[src/rtl/lenet_cmd_ctrl_if.sv]
// ---------------------------------------------------------------------------
// lenet_cmd_ctrl_if
//   Bundle of every signal between the host command sequencer and its
//   neighbours: UART_RX byte stream, UART_TX byte handshake, the LeNet core
//   buffer-memory port and the core start/busy pair.
//
//   master : the command sequencer (lenet_cmd_ctrl)
//   slave  : the environment (UART_RX/UART_TX, memory, core)
//
//   Signals (direction seen from the master):
//     i_rx_dv      in   1   one-cycle strobe, i_rx_byte valid
//     i_rx_byte    in   8   received byte
//     o_tx_dv      out  1   one-cycle strobe, load o_tx_byte into UART_TX
//     o_tx_byte    out  8   byte to transmit
//     i_tx_done    in   1   one-cycle strobe, UART_TX finished its byte
//     o_mem_addr   out  AW  memory address
//     o_mem_wdata  out  8   memory write data
//     o_mem_we     out  1   write strobe
//     o_mem_re     out  1   read strobe, i_mem_rdata valid one cycle later
//     i_mem_rdata  in   8   memory read data
//     o_acc_start  out  1   core start pulse
//     i_acc_busy   in   1   core running, memory belongs to the core
//     o_err        out  1   one-cycle error pulse
// ---------------------------------------------------------------------------
interface lenet_cmd_ctrl_if #(
    parameter int unsigned AW = 16
);
    logic          i_rx_dv;
    logic [7:0]    i_rx_byte;
    logic          o_tx_dv;
    logic [7:0]    o_tx_byte;
    logic          i_tx_done;
    logic [AW-1:0] o_mem_addr;
    logic [7:0]    o_mem_wdata;
    logic          o_mem_we;
    logic          o_mem_re;
    logic [7:0]    i_mem_rdata;
    logic          o_acc_start;
    logic          i_acc_busy;
    logic          o_err;

    modport master (
        input  i_rx_dv, i_rx_byte, i_tx_done, i_mem_rdata, i_acc_busy,
        output o_tx_dv, o_tx_byte, o_mem_addr, o_mem_wdata, o_mem_we,
               o_mem_re, o_acc_start, o_err
    );

    modport slave (
        output i_rx_dv, i_rx_byte, i_tx_done, i_mem_rdata, i_acc_busy,
        input  o_tx_dv, o_tx_byte, o_mem_addr, o_mem_wdata, o_mem_we,
               o_mem_re, o_acc_start, o_err
    );
endinterface

[src/rtl/lenet_cmd_ctrl.sv]
// ---------------------------------------------------------------------------
// lenet_cmd_ctrl
//   Host command sequencer between UART_RX/UART_TX and the LeNet core.
//   Parses framed byte commands  HEAD CMD [args]:
//     CMD_WR  ADDR_H ADDR_L DATA  -> one memory write
//     CMD_GO                      -> one core start pulse
//     CMD_RD  ADDR_H ADDR_L       -> READ_LEN memory reads, each byte sent
//                                    to UART_TX and acknowledged before the
//                                    next read is issued
//   The memory port and the start pulse are used only while the core is
//   idle. Bytes outside a frame are dropped; a stalled frame times out.
//
//   Ports:
//     clk      in  system clock
//     reset_n  in  synchronous active-low reset
//     bus      lenet_cmd_ctrl_if.master (UART, memory and core signals)
// ---------------------------------------------------------------------------
module lenet_cmd_ctrl #(
    parameter int unsigned AW           = 16,
    parameter int unsigned READ_LEN     = 16,
    parameter int unsigned TIMEOUT_CLKS = 100000,
    parameter logic [7:0]  HEAD         = 8'h23,
    parameter logic [7:0]  CMD_WR       = 8'h09,
    parameter logic [7:0]  CMD_GO       = 8'h14,
    parameter logic [7:0]  CMD_RD       = 8'h04
) (
    input logic               clk,
    input logic               reset_n,
    lenet_cmd_ctrl_if.master  bus
);

    // Idle-cycle counter only has to reach TIMEOUT_CLKS-1.
    localparam int unsigned TOW = (TIMEOUT_CLKS > 2) ? $clog2(TIMEOUT_CLKS) : 1;
    localparam logic [TOW-1:0] TO_LAST = TOW'(TIMEOUT_CLKS - 1);

    typedef enum logic [3:0] {
        S_IDLE, S_CMD, S_ADR_H, S_ADR_L, S_DATA, S_WRITE,
        S_GO, S_RD_REQ, S_RD_LAT, S_TX, S_TX_WAIT
    } state_t;

    state_t           state_q,   state_d;
    logic [7:0]       addr_hi_q, addr_hi_d;
    logic [AW-1:0]    addr_q,    addr_d;
    logic [7:0]       wdata_q,   wdata_d;
    logic [7:0]       tx_byte_q, tx_byte_d;
    logic             is_rd_q,   is_rd_d;
    logic [15:0]      cnt_q,     cnt_d;
    logic [TOW-1:0]   to_q,      to_d;

    logic             in_frame;
    logic             timeout_hit;
    logic             bad_cmd;

    logic             tx_dv;
    logic             mem_we;
    logic             mem_re;
    logic             acc_start;
    logic             err;

    // Two address bytes always arrive; bits above AW-1 are discarded.
    function automatic logic [AW-1:0] frame_addr(input logic [7:0] hi, input logic [7:0] lo);
        logic [15:0] full;
        full = {hi, lo};
        return AW'(full);
    endfunction

    // Only the argument-collecting states are subject to the byte timeout.
    assign in_frame    = (state_q == S_CMD)   || (state_q == S_ADR_H) ||
                         (state_q == S_ADR_L) || (state_q == S_DATA);
    assign timeout_hit = in_frame && !bus.i_rx_dv && (to_q == TO_LAST);
    // A repeated HEAD inside CMD is deliberately treated as an unknown command.
    assign bad_cmd     = (state_q == S_CMD) && bus.i_rx_dv &&
                         (bus.i_rx_byte != CMD_WR) && (bus.i_rx_byte != CMD_RD) &&
                         (bus.i_rx_byte != CMD_GO);

    // ---------------------------------------------------------------------
    // State register
    // ---------------------------------------------------------------------
    always_ff @(posedge clk) begin
        if (!reset_n) begin
            state_q   <= S_IDLE;
            addr_hi_q <= '0;
            addr_q    <= '0;
            wdata_q   <= '0;
            tx_byte_q <= '0;
            is_rd_q   <= 1'b0;
            cnt_q     <= '0;
            to_q      <= '0;
        end else begin
            state_q   <= state_d;
            addr_hi_q <= addr_hi_d;
            addr_q    <= addr_d;
            wdata_q   <= wdata_d;
            tx_byte_q <= tx_byte_d;
            is_rd_q   <= is_rd_d;
            cnt_q     <= cnt_d;
            to_q      <= to_d;
        end
    end

    // ---------------------------------------------------------------------
    // Next-state logic
    // ---------------------------------------------------------------------
    always_comb begin
        state_d   = state_q;
        addr_hi_d = addr_hi_q;
        addr_d    = addr_q;
        wdata_d   = wdata_q;
        tx_byte_d = tx_byte_q;
        is_rd_d   = is_rd_q;
        cnt_d     = cnt_q;

        // Counts idle cycles inside a frame; any received byte restarts it.
        if (in_frame && !bus.i_rx_dv && !timeout_hit) begin
            to_d = to_q + TOW'(1);
        end else begin
            to_d = '0;
        end

        if (timeout_hit) begin
            state_d = S_IDLE;
        end else begin
            unique case (state_q)
                S_IDLE: begin
                    if (bus.i_rx_dv && (bus.i_rx_byte == HEAD)) begin
                        state_d = S_CMD;
                    end
                end
                S_CMD: begin
                    if (bus.i_rx_dv) begin
                        if (bus.i_rx_byte == CMD_WR) begin
                            is_rd_d = 1'b0;
                            state_d = S_ADR_H;
                        end else if (bus.i_rx_byte == CMD_RD) begin
                            is_rd_d = 1'b1;
                            state_d = S_ADR_H;
                        end else if (bus.i_rx_byte == CMD_GO) begin
                            state_d = S_GO;
                        end else begin
                            state_d = S_IDLE;
                        end
                    end
                end
                S_ADR_H: begin
                    if (bus.i_rx_dv) begin
                        addr_hi_d = bus.i_rx_byte;
                        state_d   = S_ADR_L;
                    end
                end
                S_ADR_L: begin
                    if (bus.i_rx_dv) begin
                        addr_d = frame_addr(addr_hi_q, bus.i_rx_byte);
                        if (is_rd_q) begin
                            cnt_d   = 16'(READ_LEN);
                            state_d = S_RD_REQ;
                        end else begin
                            state_d = S_DATA;
                        end
                    end
                end
                S_DATA: begin
                    if (bus.i_rx_dv) begin
                        wdata_d = bus.i_rx_byte;
                        state_d = S_WRITE;
                    end
                end
                S_WRITE, S_GO: begin
                    state_d = S_IDLE;
                end
                S_RD_REQ: begin
                    // Wait here for the core to release memory; no timeout.
                    if (!bus.i_acc_busy) begin
                        state_d = S_RD_LAT;
                    end
                end
                S_RD_LAT: begin
                    tx_byte_d = bus.i_mem_rdata;
                    state_d   = S_TX;
                end
                S_TX: begin
                    state_d = S_TX_WAIT;
                end
                S_TX_WAIT: begin
                    if (bus.i_tx_done) begin
                        addr_d = addr_q + AW'(1);
                        cnt_d  = cnt_q - 16'd1;
                        state_d = (cnt_q == 16'd1) ? S_IDLE : S_RD_REQ;
                    end
                end
                default: begin
                    state_d = S_IDLE;
                end
            endcase
        end
    end

    // ---------------------------------------------------------------------
    // Output logic
    // ---------------------------------------------------------------------
    always_comb begin
        tx_dv     = 1'b0;
        mem_we    = 1'b0;
        mem_re    = 1'b0;
        acc_start = 1'b0;
        err       = 1'b0;
        // Strobes are held low throughout a reset cycle.
        if (reset_n) begin
            unique case (state_q)
                S_WRITE: begin
                    mem_we = !bus.i_acc_busy;
                    err    = bus.i_acc_busy;
                end
                S_GO: begin
                    acc_start = !bus.i_acc_busy;
                    err       = bus.i_acc_busy;
                end
                S_RD_REQ: begin
                    mem_re = !bus.i_acc_busy;
                end
                S_TX: begin
                    tx_dv = 1'b1;
                end
                default: begin
                    err = bad_cmd || timeout_hit;
                end
            endcase
        end
    end

    assign bus.o_tx_dv     = tx_dv;
    assign bus.o_tx_byte   = tx_byte_q;
    assign bus.o_mem_addr  = addr_q;
    assign bus.o_mem_wdata = wdata_q;
    assign bus.o_mem_we    = mem_we;
    assign bus.o_mem_re    = mem_re;
    assign bus.o_acc_start = acc_start;
    assign bus.o_err       = err;

endmodule
[src/flat_wrapper.sv]
// flat-port wrapper written by rule: the top's interface ports become plain ports
module lenet_cmd_ctrl_flat 
#(
    parameter int unsigned AW           = 16,
    parameter int unsigned READ_LEN     = 16,
    parameter int unsigned TIMEOUT_CLKS = 100000,
    parameter logic [7:0]  HEAD         = 8'h23,
    parameter logic [7:0]  CMD_WR       = 8'h09,
    parameter logic [7:0]  CMD_GO       = 8'h14,
    parameter logic [7:0]  CMD_RD       = 8'h04
)
  (clk, reset_n, bus_i_rx_dv, bus_i_rx_byte, bus_i_tx_done, bus_i_mem_rdata, bus_i_acc_busy, bus_o_tx_dv, bus_o_tx_byte, bus_o_mem_addr, bus_o_mem_wdata, bus_o_mem_we, bus_o_mem_re, bus_o_acc_start, bus_o_err);
  lenet_cmd_ctrl_if #(.AW(AW)) bus_i ();
  input logic clk;
  input logic reset_n;
  input wire logic [$bits(bus_i.i_rx_dv)-1:0] bus_i_rx_dv;
  input wire logic [$bits(bus_i.i_rx_byte)-1:0] bus_i_rx_byte;
  input wire logic [$bits(bus_i.i_tx_done)-1:0] bus_i_tx_done;
  input wire logic [$bits(bus_i.i_mem_rdata)-1:0] bus_i_mem_rdata;
  input wire logic [$bits(bus_i.i_acc_busy)-1:0] bus_i_acc_busy;
  output wire logic [$bits(bus_i.o_tx_dv)-1:0] bus_o_tx_dv;
  output wire logic [$bits(bus_i.o_tx_byte)-1:0] bus_o_tx_byte;
  output wire logic [$bits(bus_i.o_mem_addr)-1:0] bus_o_mem_addr;
  output wire logic [$bits(bus_i.o_mem_wdata)-1:0] bus_o_mem_wdata;
  output wire logic [$bits(bus_i.o_mem_we)-1:0] bus_o_mem_we;
  output wire logic [$bits(bus_i.o_mem_re)-1:0] bus_o_mem_re;
  output wire logic [$bits(bus_i.o_acc_start)-1:0] bus_o_acc_start;
  output wire logic [$bits(bus_i.o_err)-1:0] bus_o_err;
  assign bus_i.i_rx_dv = bus_i_rx_dv;
  assign bus_i.i_rx_byte = bus_i_rx_byte;
  assign bus_i.i_tx_done = bus_i_tx_done;
  assign bus_i.i_mem_rdata = bus_i_mem_rdata;
  assign bus_i.i_acc_busy = bus_i_acc_busy;
  assign bus_o_tx_dv = bus_i.o_tx_dv;
  assign bus_o_tx_byte = bus_i.o_tx_byte;
  assign bus_o_mem_addr = bus_i.o_mem_addr;
  assign bus_o_mem_wdata = bus_i.o_mem_wdata;
  assign bus_o_mem_we = bus_i.o_mem_we;
  assign bus_o_mem_re = bus_i.o_mem_re;
  assign bus_o_acc_start = bus_i.o_acc_start;
  assign bus_o_err = bus_i.o_err;
  lenet_cmd_ctrl #(.AW(AW), .READ_LEN(READ_LEN), .TIMEOUT_CLKS(TIMEOUT_CLKS), .HEAD(HEAD), .CMD_WR(CMD_WR), .CMD_GO(CMD_GO), .CMD_RD(CMD_RD)) u_core (.clk(clk), .reset_n(reset_n), .bus(bus_i));
endmodule
[config.mk]
export PLATFORM = sky130hd
export DESIGN_NAME = lenet_cmd_ctrl_flat
export DESIGN_NICKNAME = d
export VERILOG_FILES = /design/src/rtl/lenet_cmd_ctrl_if.sv /design/src/rtl/lenet_cmd_ctrl.sv /design/src/flat_wrapper.sv
export SDC_FILE = /design/constraint.sdc
export NUM_CORES = 1
export LEC_CHECK = 0
export CORE_AREA = 3 3 89 91
export CTS_BUF_LIST = sky130_fd_sc_hd__clkbuf_8
export DETAILED_ROUTE_END_ITERATION = 8
export DIE_AREA = 0 0 92 94
export PLACE_DENSITY = 0.83
export SLEW_MARGIN = 15
export SYNTH_ARGS = -nofsm -noshare
export SYNTH_HDL_FRONTEND = slang
export SYNTH_SLANG_ARGS = --single-unit
[constraint.sdc]
create_clock -name clk -period 1.95 [get_ports clk]
set_input_delay 0.39 -clock clk [delete_from_list [all_inputs] [get_ports clk]]
set_output_delay 0.39 -clock clk [all_outputs]
set_load 0.01 [all_outputs]
# Word level (Yosys, flattened, before mapping)
# Cells that the tools add are included.
# W data, S select, Z words.
dict set report op_classes {
  addsub 3
  n_eq_ne 27
  muxes 32
  n_bitwise 2
  n_reduce_logical 29
}
# operator count
set op_table {}
lappend op_table {{$mux W16} 5}
lappend op_table {{$pmux W16 S2} 2}
lappend op_table {{$mux W4} 9}
lappend op_table {{$pmux W4 S9} 1}
lappend op_table {{$add A17 B1 Y17 const B} 1}
lappend op_table {{$eq A17 B17 Y1 const B} 1}
lappend op_table {{$add A16 B1 Y16 const B} 1}
lappend op_table {{$eq A16 B1 Y1 const B} 1}
lappend op_table {{$eq A4 B3 Y1 const B} 4}
lappend op_table {{$sub A16 B1 Y16 const B} 1}
lappend op_table {{$eq A4 B4 Y1 const B} 3}
lappend op_table {{$ne A2 B2 Y1 const B} 6}
lappend op_table {{$mux W1} 11}
lappend op_table {{$eq A4 B2 Y1 const B} 2}
lappend op_table {{$eq A8 B3 Y1 const B} 1}
lappend op_table {{$eq A8 B4 Y1 const B} 1}
lappend op_table {{$eq A8 B5 Y1 const B} 1}
lappend op_table {{$eq A8 B6 Y1 const B} 1}
lappend op_table {{$logic_and A1 B1 Y1} 8}
lappend op_table {{$ne A8 B3 Y1 const B} 1}
lappend op_table {{$ne A8 B4 Y1 const B} 1}
lappend op_table {{$ne A8 B5 Y1 const B} 1}
lappend op_table {{$reduce_and A4 Y1} 2}
lappend op_table {{$reduce_and A7 Y1} 1}
lappend op_table {{other kinds (14)} 27}
dict set report word_totals {
  regBits 78
  in_bits 21
  out_inout_bits 37
  wordCells 101
}

# Longest topological paths before layout
# Gate-level depths: netlist of run 1.
dict set report depth {
  ltp_word 9
  mapped_depth 8
  mapped_depth_nobuf 7
}

# Least setup slack after synthesis of run 1
# No wires, ideal clock.
dict set report synth_path {
  path_kind {reg-to-output}
  from {reg u_core.state_q[1]}
  to {out bus_o_err}
  t_arrival_ns 1.366
  required_ns 1.560
  slack_ns 0.194
  path_stages_with_launch 7
  n_path_buf 2
  path_cell_list {dfxtp_1 -> buf_2 -> buf_1 -> xor2_1 -> nand3_1 -> o21ai_0 -> o21a_1}
}
dict set report synth_via {
  elab_chain_len 9
  elab_cells_between_ends 22
  cone_classes {eq/ne (8); mux (2); reduce/logical (12)}
}
# element line_no
set synth_rtl {}
lappend synth_rtl {{from (decl)} lenet_cmd_ctrl.sv:41} ;# state_t state_q, state_d;
lappend synth_rtl {{from (signal assigned)} lenet_cmd_ctrl.sv:90} ;# state_q <= state_d;
lappend synth_rtl {{$eq A4 B1 Y1 or $eq A4 B2 Y1 (tied branches)} {lenet_cmd_ctrl.sv:68, lenet_cmd_ctrl.sv:72}}
lappend synth_rtl {{$logic_or A1 B1 Y1 (2 in series)} lenet_cmd_ctrl.sv:68} ;# assign in_frame = (state_q == S_CMD) || (state_q == S_ADR_H) ||
lappend synth_rtl {{$logic_or A1 B1 Y1} lenet_cmd_ctrl.sv:69} ;# (state_q == S_ADR_L) || (state_q == S_DATA);
lappend synth_rtl {{$logic_and A1 B1 Y1 (2 in series)} lenet_cmd_ctrl.sv:70} ;# assign timeout_hit = in_frame && !bus.i_rx_dv && (to_q == TO_LAST);
lappend synth_rtl {{$logic_or A1 B1 Y1} lenet_cmd_ctrl.sv:224} ;# err = bad_cmd || timeout_hit;
lappend synth_rtl {{$pmux W1 S2 *} lenet_cmd_ctrl.sv:208} ;# unique case (state_q)
lappend synth_rtl {{$mux W1 *} lenet_cmd_ctrl.sv:207} ;# if (reset_n) begin
lappend synth_rtl {{to (decl)} flat_wrapper.sv:28} ;# output wire logic [$bits(bus_i.o_err)-1:0] bus_o_err;
# Every way passes the cells marked *; elsewhere a longest branch is shown, timed or not.

# Worst setup path after layout of run 1
# Same ends and word-level chain as after synthesis.

==> results of run 1 <==
[synth_stat cells, types with 2 or more instances]
library cell | number | share of area (%)
dfxtp_1 | 78 | 39
nor2_1 | 73 | 6.9
a21oi_1 | 52 | 6.5
nand2_1 | 46 | 4.3
o21ai_0 | 37 | 4.7
nand3_1 | 23 | 2.9
clkbuf_1 | 19 | 1.8
nor3_1 | 16 | 2.0
mux2i_1 | 14 | 3.5
nor4_1 | 11 | 1.7
nand4_1 | 10 | 1.6
xor2_1 | 9 | 2.0
buf_2 | 8 | 1.0
inv_1 | 8 | 0.75
xnor2_1 | 8 | 1.8
and3_1 | 7 | 1.1
nand4b_1 | 6 | 1.3
a31oi_1 | 5 | 0.79
nand3b_1 | 5 | 0.94
a211oi_1 | 4 | 0.75
a21o_1 | 4 | 0.75
ha_1 | 4 | 1.3
nand2b_1 | 4 | 0.63
o211ai_1 | 4 | 0.75
o21a_1 | 4 | 0.75
or3_1 | 4 | 0.63
or4_1 | 4 | 0.75
nor3b_1 | 3 | 0.57
nor4bb_1 | 3 | 0.75
a22oi_1 | 2 | 0.38
a2bb2oi_1 | 2 | 0.44
a311oi_1 | 2 | 0.44
and2_1 | 2 | 0.31
and4_1 | 2 | 0.44
nor2b_1 | 2 | 0.31
o211a_1 | 2 | 0.50
o22ai_1 | 2 | 0.31
or2_2 | 2 | 0.31
[final cells by class]
cell class | count | area [sq um]
fillers | 514 | 1650
inverters | 9 | 33.8
well taps | 99 | 124
clock inverters | 7 | 113
flip-flops and latches | 78 | 1570
clock buffers | 9 | 124
repair buffers | 139 | 1190
multi-input cells | 394 | 2420
[layout by cell type, fill, tap and decap left out, types with 4 or more instances in the layout]
| cell | n |
|---|---|
| a21o_1 | 4 |
| a31oi_1 | 5 |
| buf_6 | 5 |
| dfxtp_1 | 75 |
| xnor2_1 | 8 |
| o21ai_0 | 33 |
| o211ai_1 | 4 |
| nand4_1 | 10 |
| mux2i_1 | 14 |
| nand2_1 | 45 |
| buf_2 | 5 |
| nand4b_1 | 6 |
| xor2_1 | 9 |
| clkdlybuf4s50_1 | 44 |
| nor3_1 | 14 |
| nand3b_1 | 5 |
| clkbuf_2 | 4 |
| a21oi_1 | 50 |
| clkbuf_8 | 9 |
| and3_1 | 7 |
| buf_4 | 74 |
| inv_1 | 8 |
| nand3_1 | 23 |
| nor4_1 | 8 |
| nor2_1 | 71 |
[per-layer routing]
metal / vias up / GRT usage [%] / part of all wire, %
li1: 2072 / - / -
met5: - / 0 / 0
met3: 45 / 5.77 / 6.9
met1: 2105 / 34.1 / 41
met4: 0 / 11.1 / 2.9
met2: 205 / 47.5 / 50
[registers in the layout, indices dropped and copies added, names as in the netlist]
register                count
u_core.bus.o_tx_byte        8
u_core.state_q              4
u_core.to_q                17
u_core.is_rd_q              1
u_core.cnt_q               16
u_core.bus.o_mem_addr      16
u_core.bus.o_mem_wdata      8
u_core.addr_hi_q            8
[kinds of logic (layout without fill, tap and decap cells)]
| kind of cell | count (synthesis) | after routing | share of synthesized area, % |
|---|---|---|---|
| fa+ha+maj | 4 | 4 | 1.26 |
| xor+xnor | 17 | 17 | 3.74 |
| mux | 14 | 14 | 3.52 |
| flops | 78 | 78 | 39.2 |
| simple gates | 229 | 229 | 28.9 |
| buf+inv | 38 | 164 | 4.03 |
| compound gates | 130 | 130 | 19.3 |
[path summary, 6_finish.rpt]
check                                             from                                    to  slack, ns  cells after the start
setup reg to reg        u_core.state_q[0]$_SDFFE_PP0P_         u_core.cnt_q[13]$_SDFFE_PN0P_      -0.01                      7
setup / recovery        u_core.state_q[1]$_SDFFE_PP0P_                             bus_o_err      -0.09                      6
hold reg to reg   u_core.bus.o_tx_byte[7]$_SDFFE_PN0P_  u_core.bus.o_tx_byte[7]$_SDFFE_PN0P_       0.46                      2
hold / removal    u_core.bus.o_tx_byte[7]$_SDFFE_PN0P_  u_core.bus.o_tx_byte[7]$_SDFFE_PN0P_       0.46                      2
[metrics by stage]
stage                     total power [mW]  instances
after floorplan                       2.11        510
after global placement                2.37        709
after detailed placement              2.40        709
after CTS                             3.90        730
after global routing                  4.12        735
final                                 3.98        735
[power by group]
group	internal (mW)	total (mW)	switching, mW	leakage (nW)
Sequential	1.63	1.66	0.0279	0.630
Combinational	0.408	0.866	0.458	1.43
Clock	0.844	1.46	0.615	0.119
[worst min-delay path: stages, from the launching register on]
cell	delay (ns)
dfxtp_1	0.32
nand2_1	0.05
a21oi_1	0.05
[what timing repair did]
action,CTS,global route
endpoints found under the hold margin,0,0
buffers inserted,5,4
setup endpoints to repair,8,25
gates resized for setup,36,40
pin swaps,5,13
cloned,0,1
==> impl_metrics.toml, run 1 <==
[synthesis]
netlist_area_sq_um = 3980
postSynth.asyncResetShare_pct = 0
synth_ff_type = "dfxtp_1"
yosysWarnings = 0
synth_seq_cells = 78
syn_nets = 535
syn_inst = 510
avgSynthCellArea_sq_um = 7.80
yosysUniqueCellTypes = 57
synth-edff-count = 0
ys_seq_area_share_pct = 39.2

[grt]
grt_pass1_wl_microns = 19500
antenna_found_initial = 0
grt_pass1_vias = 4243
grt_max_degree = 50
globalRoute.totalOverflow = 0
grt_usage_pct = 27.8

[route]
wl_per_cell_microns = 16.7
viasPerCell = 6.02
drc_errors = 0
drtIter0Drc = 328
ant_nets = 0
wirelength_microns = 12300
drt_first_pass_iters = 7
vias = 4427

[die]
dieArea_sq_um = 8650
start_util_pct = 55.2
io_pins = 58
core_sq_um = 7210
die_w_microns = 92
num_rows = 31
die_y_microns = 94

[power_and_ir_drop]
p_per_area_nw_per_um2 = 716
leakage_nw = 2.18
peakVddDrop_uv = 696

[setup_path]
cp_top_family = "simple AND/OR/NAND/NOR gates"
crit_arrival_ns = 1.65
start_kind = "flip-flop"
crit_chain = "nor2_2 > xor2_1 > or3_4 > nor2_1 > o21a_1 > buf_2"
path_class = "flip-flop to output port"
cp_max_fo = 3
critPathBufInv = 1
endpoint_kind = "output port"
cp_slowest_cell = "dfxtp_1"
required_ns = 1.56
cpPeakStageDelay_ns = 0.38

[sta]
setup_viol = 2
worstMarginPinSlew_ns = 0.541
setup_slack_ns = -0.0854
rsz0062_at_grt = "true"
slew_violations = 0
fmax_mhz = 491
finalCritPeriodShare_pct = 104
slew_headroom_pct = 63.9
skew_ns = 0.00806
fin_crit_ns = 2.04
fin_setup_tns_ns = -0.0991
hold_ws_ns = 0.462
hold_viol_final = 0

[clock_network]
htreeDepth = 3
clkLatencyLatePin_ns = 0.35
clock-sinks = 78
cts_max_path_buffers = 2
cts_buffers = 9
cts_tree = "yes"
root_buffer = "clkbuf_8"
postCtsHoldBufs = 0
clkTransAtPathRegs_ns = 0.08

[place]
hpwl_microns = 8040
place_ws_ns = -0.823
gp_congestion = 0.869
io_buffer_count = 57
dpl_cell_area_sq_um = 5130

[cells_and_area]
diodes = 0
drive_above_1_share_pct = 21.5
final_util_pct = 77.1
fin_area_sq_um = 5570
synthToLayoutAreaGrowth_pct = 39.9
fin_nets = 656

[outcome]
violations = "setup timing"
status = "finished with violations"

[flow_run]
max_cap_viol_count = 0

[hold_path]
hold_class = "flip-flop to flip-flop"
Note: power is estimated with default switching activity, not from simulation.
==> inputs of run 2 (changes only) <==
Settings changed: CORE_AREA 3 3 89 91 to 2 2 88 90, DIE_AREA 0 0 92 94 to 0 0 90 92.
==> run 2 against run 1 <==
  * Clock-buffer cell count unchanged
  * Via count increased by 0.18%
  * The run still ends with setup timing left
  * Die area decreased by 4.3%
  * Power decreased by 1.5%
  * Critical path depth increased by 2
==> impl_metrics.toml, run 2 (synthesized netlist as in run 1, its figures left out) <==
[outcome]
status = "finished with violations"
violations = "setup timing"

[cells_and_area]
final_util_pct = 74.1
stdcell_count = 739
largest_reg_flops = 17
fin_area_sq_um = 5520
synthToLayoutAreaGrowth_pct = 38.7
mostFrequentLayoutCells = "buf_4 (76), dfxtp_1 (76), nor2_1 (71), a21oi_1 (50), nand2_1 (46)"
fin_nets = 657
drive_above_1_share_pct = 19.3
regMostFlops = "u_core.to_q"
diodes = 0

[flow_run]
max_cap_viol_count = 0

[sta]
hold_viol_final = 0
rsz0062_at_grt = "true"
setup_slack_ns = -0.0728
hold_ws_ns = 0.455
slew_headroom_pct = 63.6
fin_setup_tns_ns = -0.0728
worstMarginPinSlew_ns = 0.545
finalCritPeriodShare_pct = 104
skew_ns = 0.00669
fmax_mhz = 494
fin_crit_ns = 2.02
setup_viol = 1
slew_violations = 0

[setup_path]
rrSetupSlack_ns = 0.04
cp_slowest_cell = "dlygate4sd2_1"
crit_chain = "dlygate4sd2_1 > buf_4 > nor3b_4 > o21ai_2 > nand4_1 > o21ai_1 > o21a_1 > buf_2"
crit_arrival_ns = 1.63
reg2reg_to = "u_core.cnt_q[13]$_SDFFE_PN0P_"
r2r_start = "u_core.state_q[2]$_SDFFE_PP0P_"
start_kind = "primary input"
r2r_cells = 7
path_class = "primary input to output port"
required_ns = 1.56
crit_path_start = "bus_i_rx_byte[3]"
cp_max_fo = 5
endpoint_kind = "output port"
cpPeakStageDelay_ns = 0.25
critPathCapture = "bus_o_err"

[place]
hpwl_microns = 7880
io_buffer_count = 57
dpl_cell_area_sq_um = 5110
gp_congestion = 0.978
placed_cells = 713

[power_and_ir_drop]
leakage_nw = 2.14
peakVddDrop_uv = 477
p_per_area_nw_per_um2 = 710

[clock_network]
clkLatencyLatePin_ns = 0.35
cts_max_path_buffers = 2
cts_tree = "yes"
clkTransAtPathRegs_ns = 0.08
cts_buffers = 9
root_buffer = "clkbuf_8"
clock-sinks = 78
htreeDepth = 3

[die]
die_w_microns = 90
num_rows = 32
core_sq_um = 7450
io_pins = 58
die_y_microns = 92
start_util_pct = 53.4
dieArea_sq_um = 8280

[route]
ant_nets = 0
drt_first_pass_iters = 5
vias = 4435
wl_per_cell_microns = 16.3
drc_errors = 0
drtIter0Drc = 371
wirelength_microns = 12000
viasPerCell = 6.00

[grt]
grt_max_degree = 50
antenna_found_initial = 0
globalRoute.totalOverflow = 0
grt_pass1_vias = 4218
grt_usage_pct = 28.2
grt_pass1_wl_microns = 19400

[hold_path]
hold_class = "flip-flop to flip-flop"
run 2: routing by layer:
| layer | track usage (%) | up-vias | share of wire [%] |
|---|---|---|---|
| met1 | 36.2 | 2104 | 42 |
| li1 | - | 2082 | - |
| met3 | 4.11 | 35 | 6.6 |
| met4 | 9.74 | 0 | 2.3 |
| met5 | 0 | - | 0 |
| met2 | 48.7 | 214 | 49 |
run 2: per-stage QoR:
step	worst slack [ns]	power (mW)
final	-0.0728	3.92
after global routing	-0.138	4.07
after CTS	-0.0509	3.88
after detailed placement	-0.878	2.41
after global placement	-0.781	2.40
after floorplan	0.194	2.11
run 2: where the power goes:
group / total, mW / internal [mW] / switching [mW]
registers: 1.65 / 1.63 / 0.0231
clock network: 1.46 / 0.843 / 0.614
logic: 0.813 / 0.380 / 0.433
total: 3.92 / 2.85 / 1.07
run 2: worst min path at each step:
| stage | slack, ns | from | cells past startpoint | endpoint |
|---|---|---|---|---|
| 6_report | 0.46 | u_core.bus.o_tx_byte[3]$_SDFFE_PN0P_ | 2 | u_core.bus.o_tx_byte[3]$_SDFFE_PN0P_ |
| 5_1_grt | 0.49 | u_core.bus.o_tx_byte[2]$_SDFFE_PN0P_ | 2 | u_core.bus.o_tx_byte[2]$_SDFFE_PN0P_ |
| 4_1_cts | 0.46 | u_core.bus.o_tx_byte[3]$_SDFFE_PN0P_ | 2 | u_core.bus.o_tx_byte[3]$_SDFFE_PN0P_ |
| 3_5_place_dp | 0.45 | u_core.bus.o_tx_byte[7]$_SDFFE_PN0P_ | 2 | u_core.bus.o_tx_byte[7]$_SDFFE_PN0P_ |
| 3_3_place_gp | 0.44 | u_core.bus.o_tx_byte[1]$_SDFFE_PN0P_ | 2 | u_core.bus.o_tx_byte[1]$_SDFFE_PN0P_ |
| 2_1_floorplan | 0.43 | u_core.to_q[0]$_SDFF_PN0_ | 1 | u_core.to_q[0]$_SDFF_PN0_ |
run 2: repair_timing:
| action | CTS | global route |
|---|---|---|
| buffers inserted | 5 | 4 |
| resized for setup | 42 | 16 |
| setup endpoints to repair | 8 | 26 |
| gates cloned | 0 | 1 |
| pin swaps | 11 | 7 |
| hold buffers | 0 | 0 |
run 2: critical path, delay by kind of cell:
kind / cells / cell delay (ns)
buffers and inverters: 3 / 0.56
AND/OR/NAND/NOR: 2 / 0.31
AO/OA/AOI/OAI: 3 / 0.38
run 2: layout make-up:
cell class              count  area [sq um]
clock buffers               9           124
clock inverters             7           114
fillers                   550          1930
inverters                   9          33.8
multi-input cells         394          2370
flip-flops and latches     78          1560
well taps                 102           128
repair buffers            140          1190
